===== src/rtl/i2c_pkg.sv =====
// Shared I2C definitions for the bus master and the target receiver.
// Contents:
//   ADDR_W    - 7-bit target address width, shared with the master
//   SCL_FREQ  - nominal SCL frequency (Hz)
//   ST_*      - one-hot FSM state encoding of the target receiver
//   is_write_to() - true when an address byte {addr,rw} is a write to addr
package i2c_pkg;

  localparam int ADDR_W   = 7;
  localparam int SCL_FREQ = 400000;
  localparam int STATE_W  = 5;

  localparam logic [STATE_W-1:0] ST_IDLE   = 5'b00001;
  localparam logic [STATE_W-1:0] ST_ADDR   = 5'b00010;
  localparam logic [STATE_W-1:0] ST_ACK    = 5'b00100;
  localparam logic [STATE_W-1:0] ST_DATA   = 5'b01000;
  localparam logic [STATE_W-1:0] ST_IGNORE = 5'b10000;

  function automatic logic is_write_to(input logic [7:0]        addr_byte,
                                       input logic [ADDR_W-1:0] addr);
    return (addr_byte[7:1] == addr) && (addr_byte[0] == 1'b0);
  endfunction

endpackage


===== src/rtl/i2c_pin_sync.sv =====
// Pin synchronizer with edge detection for one asynchronous bus line.
// Ports:
//   clk     in  system clock
//   rst_n   in  asynchronous active-low reset (flops reset to 1, the idle bus level)
//   pin_i   in  asynchronous pin level
//   level_o out synchronized level
//   rise_o  out one-clk pulse when the synchronized level goes 0->1
//   fall_o  out one-clk pulse when the synchronized level goes 1->0
// SYNC_N is the synchronizer depth, 2 or 3.
module i2c_pin_sync #(
  parameter int SYNC_N = 2
) (
  input  logic clk,
  input  logic rst_n,
  input  logic pin_i,
  output logic level_o,
  output logic rise_o,
  output logic fall_o
);

  logic [SYNC_N-1:0] sync_q;
  logic              dly_q;

  always_ff @(posedge clk or negedge rst_n) begin
    if (!rst_n) begin
      sync_q <= '1;
      dly_q  <= 1'b1;
    end else begin
      sync_q <= {sync_q[SYNC_N-2:0], pin_i};
      dly_q  <= sync_q[SYNC_N-1];
    end
  end

  // Edges compare the synced level with its one-clk-delayed copy.
  assign level_o = sync_q[SYNC_N-1];
  assign rise_o  = level_o & ~dly_q;
  assign fall_o  = ~level_o & dly_q;

endmodule


===== src/rtl/i2c_target_rx.sv =====
// Write-only I2C target receiver.
// Ports:
//   clk       in  system clock, >= 8x SCL
//   rst_n     in  asynchronous active-low reset
//   scl_in    in  SCL pin level (asynchronous)
//   sda_in    in  SDA pin level (asynchronous)
//   sda_oe    out 1 = pull SDA low (ACK), 0 = release
//   rx_data   out last delivered data byte
//   rx_valid  out one-clk pulse, rx_data holds a new byte
//   rx_ready  in  core can accept; sampled when a data byte completes
//   rx_start  out one-clk pulse on a write to ADDR
//   rx_stop   out one-clk pulse on STOP / repeated START ending an addressed transfer
//   busy      out high from address match until STOP or repeated START
module i2c_target_rx
  import i2c_pkg::*;
#(
  parameter logic [ADDR_W-1:0] ADDR   = 7'h3C,
  parameter int                SYNC_N = 2
) (
  input  logic       clk,
  input  logic       rst_n,
  input  logic       scl_in,
  input  logic       sda_in,
  output logic       sda_oe,
  output logic [7:0] rx_data,
  output logic       rx_valid,
  input  logic       rx_ready,
  output logic       rx_start,
  output logic       rx_stop,
  output logic       busy
);

  logic scl_lvl, scl_rise, scl_fall;
  logic sda_lvl, sda_rise, sda_fall;

  i2c_pin_sync #(.SYNC_N(SYNC_N)) u_scl_sync (
    .clk     (clk),
    .rst_n   (rst_n),
    .pin_i   (scl_in),
    .level_o (scl_lvl),
    .rise_o  (scl_rise),
    .fall_o  (scl_fall)
  );

  i2c_pin_sync #(.SYNC_N(SYNC_N)) u_sda_sync (
    .clk     (clk),
    .rst_n   (rst_n),
    .pin_i   (sda_in),
    .level_o (sda_lvl),
    .rise_o  (sda_rise),
    .fall_o  (sda_fall)
  );

  logic start_cond, stop_cond;
  assign start_cond = sda_fall & scl_lvl;
  assign stop_cond  = sda_rise & scl_lvl;

  logic [STATE_W-1:0] state_q,    state_d;
  logic [7:0]         shift_q,    shift_d;
  logic [3:0]         bitcnt_q,   bitcnt_d;
  logic               sda_oe_q,   sda_oe_d;
  logic [7:0]         rx_data_q,  rx_data_d;
  logic               rx_valid_q, rx_valid_d;
  logic               rx_start_q, rx_start_d;
  logic               rx_stop_q,  rx_stop_d;
  logic               busy_q,     busy_d;

  logic byte_done;
  assign byte_done = (bitcnt_q == 4'd8);

  always_comb begin
    state_d    = state_q;
    shift_d    = shift_q;
    bitcnt_d   = bitcnt_q;
    sda_oe_d   = sda_oe_q;
    rx_data_d  = rx_data_q;
    rx_valid_d = 1'b0;
    rx_start_d = 1'b0;
    rx_stop_d  = 1'b0;
    busy_d     = busy_q;

    if (start_cond || stop_cond) begin
      // Bus conditions override every state and discard any partial byte.
      sda_oe_d = 1'b0;
      bitcnt_d = 4'd0;
      state_d  = start_cond ? ST_ADDR : ST_IDLE;
      if (busy_q) begin
        rx_stop_d = 1'b1;
        busy_d    = 1'b0;
      end
    end else begin
      case (state_q)
        ST_ADDR, ST_DATA: begin
          // The SCL fall right after START arrives with bitcnt=0 and is ignored.
          if (scl_rise && !byte_done) begin
            shift_d  = {shift_q[6:0], sda_lvl};
            bitcnt_d = bitcnt_q + 4'd1;
          end else if (scl_fall && byte_done) begin
            bitcnt_d = 4'd0;
            if (state_q == ST_ADDR) begin
              if (is_write_to(shift_q, ADDR)) begin
                sda_oe_d   = 1'b1;
                rx_start_d = 1'b1;
                busy_d     = 1'b1;
                state_d    = ST_ACK;
              end else begin
                sda_oe_d = 1'b0;
                state_d  = ST_IGNORE;
              end
            end else if (rx_ready) begin
              rx_data_d  = shift_q;
              rx_valid_d = 1'b1;
              sda_oe_d   = 1'b1;
              state_d    = ST_ACK;
            end else begin
              // Core not ready: NACK and drop the byte; busy holds until STOP.
              sda_oe_d = 1'b0;
              state_d  = ST_IGNORE;
            end
          end
        end
        ST_ACK: begin
          if (scl_fall) begin
            sda_oe_d = 1'b0;
            bitcnt_d = 4'd0;
            state_d  = ST_DATA;
          end
        end
        ST_IGNORE: begin
          sda_oe_d = 1'b0;
        end
        default: begin
          // IDLE (and any illegal encoding) waits for START with SDA released.
          sda_oe_d = 1'b0;
          state_d  = ST_IDLE;
        end
      endcase
    end
  end

  always_ff @(posedge clk or negedge rst_n) begin
    if (!rst_n) begin
      state_q    <= ST_IDLE;
      shift_q    <= 8'h00;
      bitcnt_q   <= 4'd0;
      sda_oe_q   <= 1'b0;
      rx_data_q  <= 8'h00;
      rx_valid_q <= 1'b0;
      rx_start_q <= 1'b0;
      rx_stop_q  <= 1'b0;
      busy_q     <= 1'b0;
    end else begin
      state_q    <= state_d;
      shift_q    <= shift_d;
      bitcnt_q   <= bitcnt_d;
      sda_oe_q   <= sda_oe_d;
      rx_data_q  <= rx_data_d;
      rx_valid_q <= rx_valid_d;
      rx_start_q <= rx_start_d;
      rx_stop_q  <= rx_stop_d;
      busy_q     <= busy_d;
    end
  end

  assign sda_oe   = sda_oe_q;
  assign rx_data  = rx_data_q;
  assign rx_valid = rx_valid_q;
  assign rx_start = rx_start_q;
  assign rx_stop  = rx_stop_q;
  assign busy     = busy_q;

endmodule


===== config.mk =====
export PLATFORM = sky130hd
export DESIGN_NAME = i2c_target_rx
export DESIGN_NICKNAME = d
export VERILOG_FILES = /design/src/rtl/i2c_pkg.sv /design/src/rtl/i2c_pin_sync.sv /design/src/rtl/i2c_target_rx.sv
export SDC_FILE = /design/constraint.sdc
export NUM_CORES = 1
export LEC_CHECK = 0
export BUFFER_PORTS_ARGS = -buffer_cell sky130_fd_sc_hd__buf_2
export CELL_PAD_IN_SITES_DETAIL_PLACEMENT = 0
export CELL_PAD_IN_SITES_GLOBAL_PLACEMENT = 1
export CORE_MARGIN = 5
export CORE_UTILIZATION = 47
export CTS_CLUSTER_SIZE = 25
export DETAILED_ROUTE_END_ITERATION = 8
export PLACE_DENSITY_LB_ADDON = 0.1
export SYNTH_ARGS = -nofsm -noshare
export SYNTH_HDL_FRONTEND = slang
export SYNTH_SLANG_ARGS = --single-unit
export TNS_END_PERCENT = 5

===== constraint.sdc =====
create_clock -name clk -period 2.5 [get_ports clk]
set_clock_uncertainty 0.2 [all_clocks]
set_input_delay 0.5 -clock clk [delete_from_list [all_inputs] [get_ports clk]]
set_output_delay 0.5 -clock clk [all_outputs]
set_load 0.01 [all_outputs]

[Word-level counts from Yosys, hierarchy flattened]
Index checks and enable logic that the tools add are counted.
Cells by class
  add/subtract/negate cells: 1
  multiply operators: 0
  divide/modulo/power cells: 0
  magnitude comparators: 0
  equality and inequality tests: 12
  shift-type cells: 0
  mux-type cells: 40
  bitwise operators: 14
  reduce and logical (&&, ||, !) cells: 17
Operator list (number)
  two-way mux 5 bit: 7
  two-way mux 1 bit: 25
  two-way mux 4 bit: 4
  case mux 5 bit (3 select lines): 1
  inequality test 3 bit, second input constant: 3
  AND reduction 3 bit: 3
  NOT 1 bit: 8
  case mux 4 bit (2 select lines): 1
  nonzero test 2 bit: 4
  equality test 7 x 6 -> 1 bit, second input constant: 1
  AND 1 bit: 6
  AND reduction 6 bit: 1
  equality test 5 x 2 -> 1 bit, second input constant: 1
  equality test 5 x 3 -> 1 bit, second input constant: 1
  equality test 5 x 4 -> 1 bit, second input constant: 1
  equality test 5 bit, second input constant: 1
  AND reduction 5 bit: 1
  adder 4 x 1 -> 4 bit, second input constant: 1
  equality test 4 bit, second input constant: 1
  inequality test 2 bit, second input constant: 2
  inequality test 4 bit, second input constant: 1
  AND reduction 4 bit: 1
  logical AND 1 bit: 3
  nonzero test 3 bit: 1
  5 further kinds: 5
Storage, ports and cells
  bits in registers: 36
  latch bits: 0
  memory bits (writable): 0
  ROM bits: 0
  bits of input ports: 5
  logic and storage cells: 97
  memories: 0

[Logic depth before layout (Yosys ltp)]
  depth in word-level cells: 8
  gate-level depth with buffers: 7
  mapped depth without buffers: 6

[By module]
Synthesis repeated with hierarchy kept, for this count alone.
Second synthesis, totals
  cell total of the unflattened synthesis: 124
  area, all modules: 1562.7 um2
Modules (own cells, without submodules)
  i2c_target_rx: times used 1, cells each 114, area an instance 1375.1 um2, sequential area each 752.0 um2
  i2c_pin_sync: times used 2, cells each 5, area an instance 93.8 um2, sequential area each 78.8 um2

[Worst setup path before layout]
No wires, ideal clock.
  kind: flip-flop to flip-flop
  from: register bitcnt_q[0]
  to: register rx_data_q[0], in the netlist rx_data[0]
  setup time: 0.125 ns
  arrival time: 1.645 ns
  setup slack: 0.530 ns
  cell stages (with the launch flop): 8
  buffers on the path: 1
  period minus slack after synthesis: 1.970 ns
  path through: dfrtp_1 > inv_1 > ha_1 > and3b_2 > nand4_4 > or2_1 > buf_6 > mux2_4
On the way
  word-level cells in the longest chain between the ends: 5
RTL lines
  start: declaration: RTL line i2c_target_rx.sv:60  | logic [3:0] bitcnt_q, bitcnt_d;
  start signal: assignment: RTL line i2c_target_rx.sv:155  | bitcnt_q <= bitcnt_d;
  equality test 4 bit *: RTL line i2c_target_rx.sv:69  | assign byte_done = (bitcnt_q == 4'd8);
  logical NOT 1 bit: RTL line i2c_target_rx.sv:95  | if (scl_rise && !byte_done) begin
  logical AND 1 bit: RTL line i2c_target_rx.sv:95
  NOT 1 bit (no source line)
  AND reduction 6 bit (no source line) *
  end signal: assignment: RTL line i2c_target_rx.sv:157  | rx_data_q <= rx_data_d;
  end: declaration: RTL line i2c_target_rx.sv:62  | logic [7:0] rx_data_q, rx_data_d;
Every way passes the cells marked *; elsewhere a longest branch is shown, timed or not.
A chain may end at the register's enable or synchronous reset.

[Worst setup path after layout]
  from: register state_q[3]
  to: register rx_data_q[7], in the netlist rx_data[7]
On the way
  word-level cells in the longest chain between the ends: 3
RTL lines
  start: declaration: RTL line i2c_target_rx.sv:58  | logic [STATE_W-1:0] state_q, state_d;
  start signal: assignment: RTL line i2c_target_rx.sv:153  | state_q <= state_d;
  equality test 5 x 2 -> 1 bit / equality test 5 x 4 -> 1 bit (equally long branches): RTL line i2c_target_rx.sv:92, i2c_target_rx.sv:100
  OR reduction 2 bit / NOT 1 bit (equally long branches)
  AND reduction 6 bit (no source line) *
Marks and branches as above.

==> results_dict.tcl <==
set metrics [dict create \
    area_delta_synth_final_pct 11.0 \
    grt_overflow 0 \
    max_slew_margin_pct 47.2 \
    yosys_warnings 0 \
    cts_resized 0 \
    syn_nets 139 \
    syn_inst 132 \
    synth-main-ff-cell "dfrtp_1" \
    cts_setup_buffers 0 \
    crit_buf_inv 0 \
    arrival_ps 2230 \
    hold_viol 0 \
    cts.clk_slew.worst_paths_ps 70 \
    initial_core_util_pct 47.7 \
    status "finished clean" \
    cts_root_buffer "clkbuf_8" \
    crit_path_end "rx_data[7]" \
    dieArea_um2 4970 \
    met1Wirelength_mm 1.60 \
    power.leakage_nw 0.962 \
    peakVddDrop_mv 0.330 \
    path_class "register to register" \
    setup_viol 0 \
    start_kind "register" \
    setup_tns_ps 0 \
    numPortBuffers 17 \
    synth-seq-cells 36 \
    grt_pass1_vias 1192 \
    path_delay_family "simple AND/OR/NAND/NOR gates" \
    vias 1073 \
    drt_wl_total_mm 3.33 \
    reg2reg_from "state_q[3]" \
    min_path_type "input port to asynchronous set/reset pin" \
    r2r-end "rx_data[7]" \
    wire_per_inst_um 16.7 \
    min_period_ps 2260 \
    nets 158 \
    worstSetupEndpointType "register" \
    rsz0062_at_grt "false" \
    syn_area_um2 1720 \
    clk_latency_ps 280 \
    wl_met3_um 72 \
    cts_buffer_depth 2 \
    yosysSeqAreaShare_pct 52.9 \
    cts_sinks 36 \
    r2r_cells 4 \
    drv_slew 0 \
    drc 0 \
    synth_edf_count 0 \
    grt_use_total_pct 15.1 \
    dr_wl_met2_mm 1.61 \
    die_h_um 70.5 \
    grt_antenna_before_repair 0 \
    vias_per_cell 5.37 \
    tightest_slew_ps 793 \
    critPathMaxFanout 9 \
    critPathSlowestCell "dfrtp_1" \
    yosysTopAreaCell "dfrtp_1" \
    hold-worst-slack_ps 97.2 \
    cp.required_ps 2460 \
    gp_congestion 0.772 \
    cts_tree "built" \
    synth_top_area_share_pct 42.2 \
    critical-path-max-stage-delay_ps 500 \
    die_width_um 70.5 \
    syn_area_per_cell_um2 13.0 \
    cp_num_cells 4 \
    min_period_over_period_pct 90.6 \
    fp-row-count 22 \
    ant_nets 0 \
    synth_cell_types 48 \
    coreArea_um2 3610 \
    drt_iter0_drc 28 \
    drive_gt1_share_pct 35.5 \
    crit_start "state_q[3]" \
    ioPinCount 18 \
    maxCapViolations 0 \
    cts_hold_buf 0 \
    grt_max_degree 37 \
    dp_hpwl_mm 2.41 \
    fmax_mhz 442 \
    yosys-top-cells-area "dfrtp_1 42%, dfstp_2 11%, mux2_4 7.0%, mux2_2 3.9%, nand4_1 2.2%" \
    async_flop_share_pct 100 \
    grt_pass1_wl_mm 5.82 \
    cp_cell_sequence "nor4_1, a21bo_2, or2_1, mux2_4" \
    topRoutingLayerUsed "met4" \
    power_density_nw_per_um2 564 \
    drt_pass1_iterations 4 \
    diodes 0 \
    r2r_slack_ps 240 \
    cts_made_buffers 5 \
    htree_num_levels 2 \
]
[layout make-up]
type	instances	area [um^2]
Clock buffer	8	90.1
Fill cell	312	1700
Inverter	7	26.3
Multi-Input combinational cell	84	737
Sequential cell	36	910
Tap cell	48	60.1
Timing Repair Buffer	17	85.1
[cells by family after synthesis]
logic type / synth area share [%]
simple gates: 16.2
flops: 52.9
compound gates: 8.66
mux: 13.4
buf+inv: 4.22
xor+xnor: 3.13
fa+ha+maj: 1.46
[power breakdown]
group	internal (W)	total, W	switching (W)
combinational	0.0000160	0.0000478	0.0000319
clock	0.000225	0.000421	0.000196
sequential	0.000595	0.000606	0.0000118
[metrics by stage]
stage	std cells	setup WS, ps	area, um^2	power (W)	utilization, %
2_1_floorplan	132	530	1720	0.000643	-
3_5_place_dp	192	261	1820	0.000666	50.4
3_3_place_gp	192	294	1820	0.000665	50.4
5_1_grt	200	132	1910	0.00112	52.9
6_report	200	236	1910	0.00108	52.9
4_1_cts	200	242	1910	0.00109	52.9
[state kept, by name (all words and copies together), names as in the netlist]
register / count
rx_data: 8
busy: 1
u_scl_sync.dly_q: 1
rx_start: 1
u_sda_sync.dly_q: 1
u_scl_sync.sync_q: 2
u_sda_sync.sync_q: 2
shift_q: 8
state_q: 5
bitcnt_q: 4
rx_valid: 1
rx_stop: 1
sda_oe: 1
[worst min path at each step]
stage	end	slack [ps]	startpoint
final	rx_start	100	rst_n
after global routing	u_scl_sync.sync_q[0]	110	scl_in
after CTS	u_scl_sync.sync_q[0]	110	scl_in
after detailed placement	u_sda_sync.sync_q[1]	150	u_sda_sync.sync_q[0]
after global placement	u_scl_sync.sync_q[1]	150	u_scl_sync.sync_q[0]
after floorplan	bitcnt_q[0]	4	rst_n
[Yosys cell counts (2+ instances only)]
master	number
nor4_1	2
nand4_1	6
nand3_1	6
a21bo_2	2
inv_1	7
dfrtp_1	29
o211ai_1	3
nand2_1	4
buf_6	3
nand2b_1	2
mux2_4	8
ha_1	2
xor2_1	2
o2111ai_1	2
o21ai_0	4
mux2i_1	2
o21a_1	2
nor2_1	4
mux2_2	6
dfstp_2	7
mux2_1	2
[layout by cell type, fill, tap and decap left out, types with 3 or more instances in the layout]
master and instances:
dfrtp_1 29, buf_2 17, mux2_4 8, inv_1 7, dfstp_2 7, nand4_1 6, nand3_1 6, mux2_2 6
clkbuf_8 6, nand2_1 4, nor2_1 4, o21ai_0 4, o211ai_1 3
[routing by layer]
metal / global-route usage (%) / vias to the layer above
met1: 20.3 / 539
met3: 3.02 / 4
met2: 23.3 / 13
met5: 0 / -
li1: - / 517
met4: 7.02 / 0
Power figures use the tool's default switching activity.
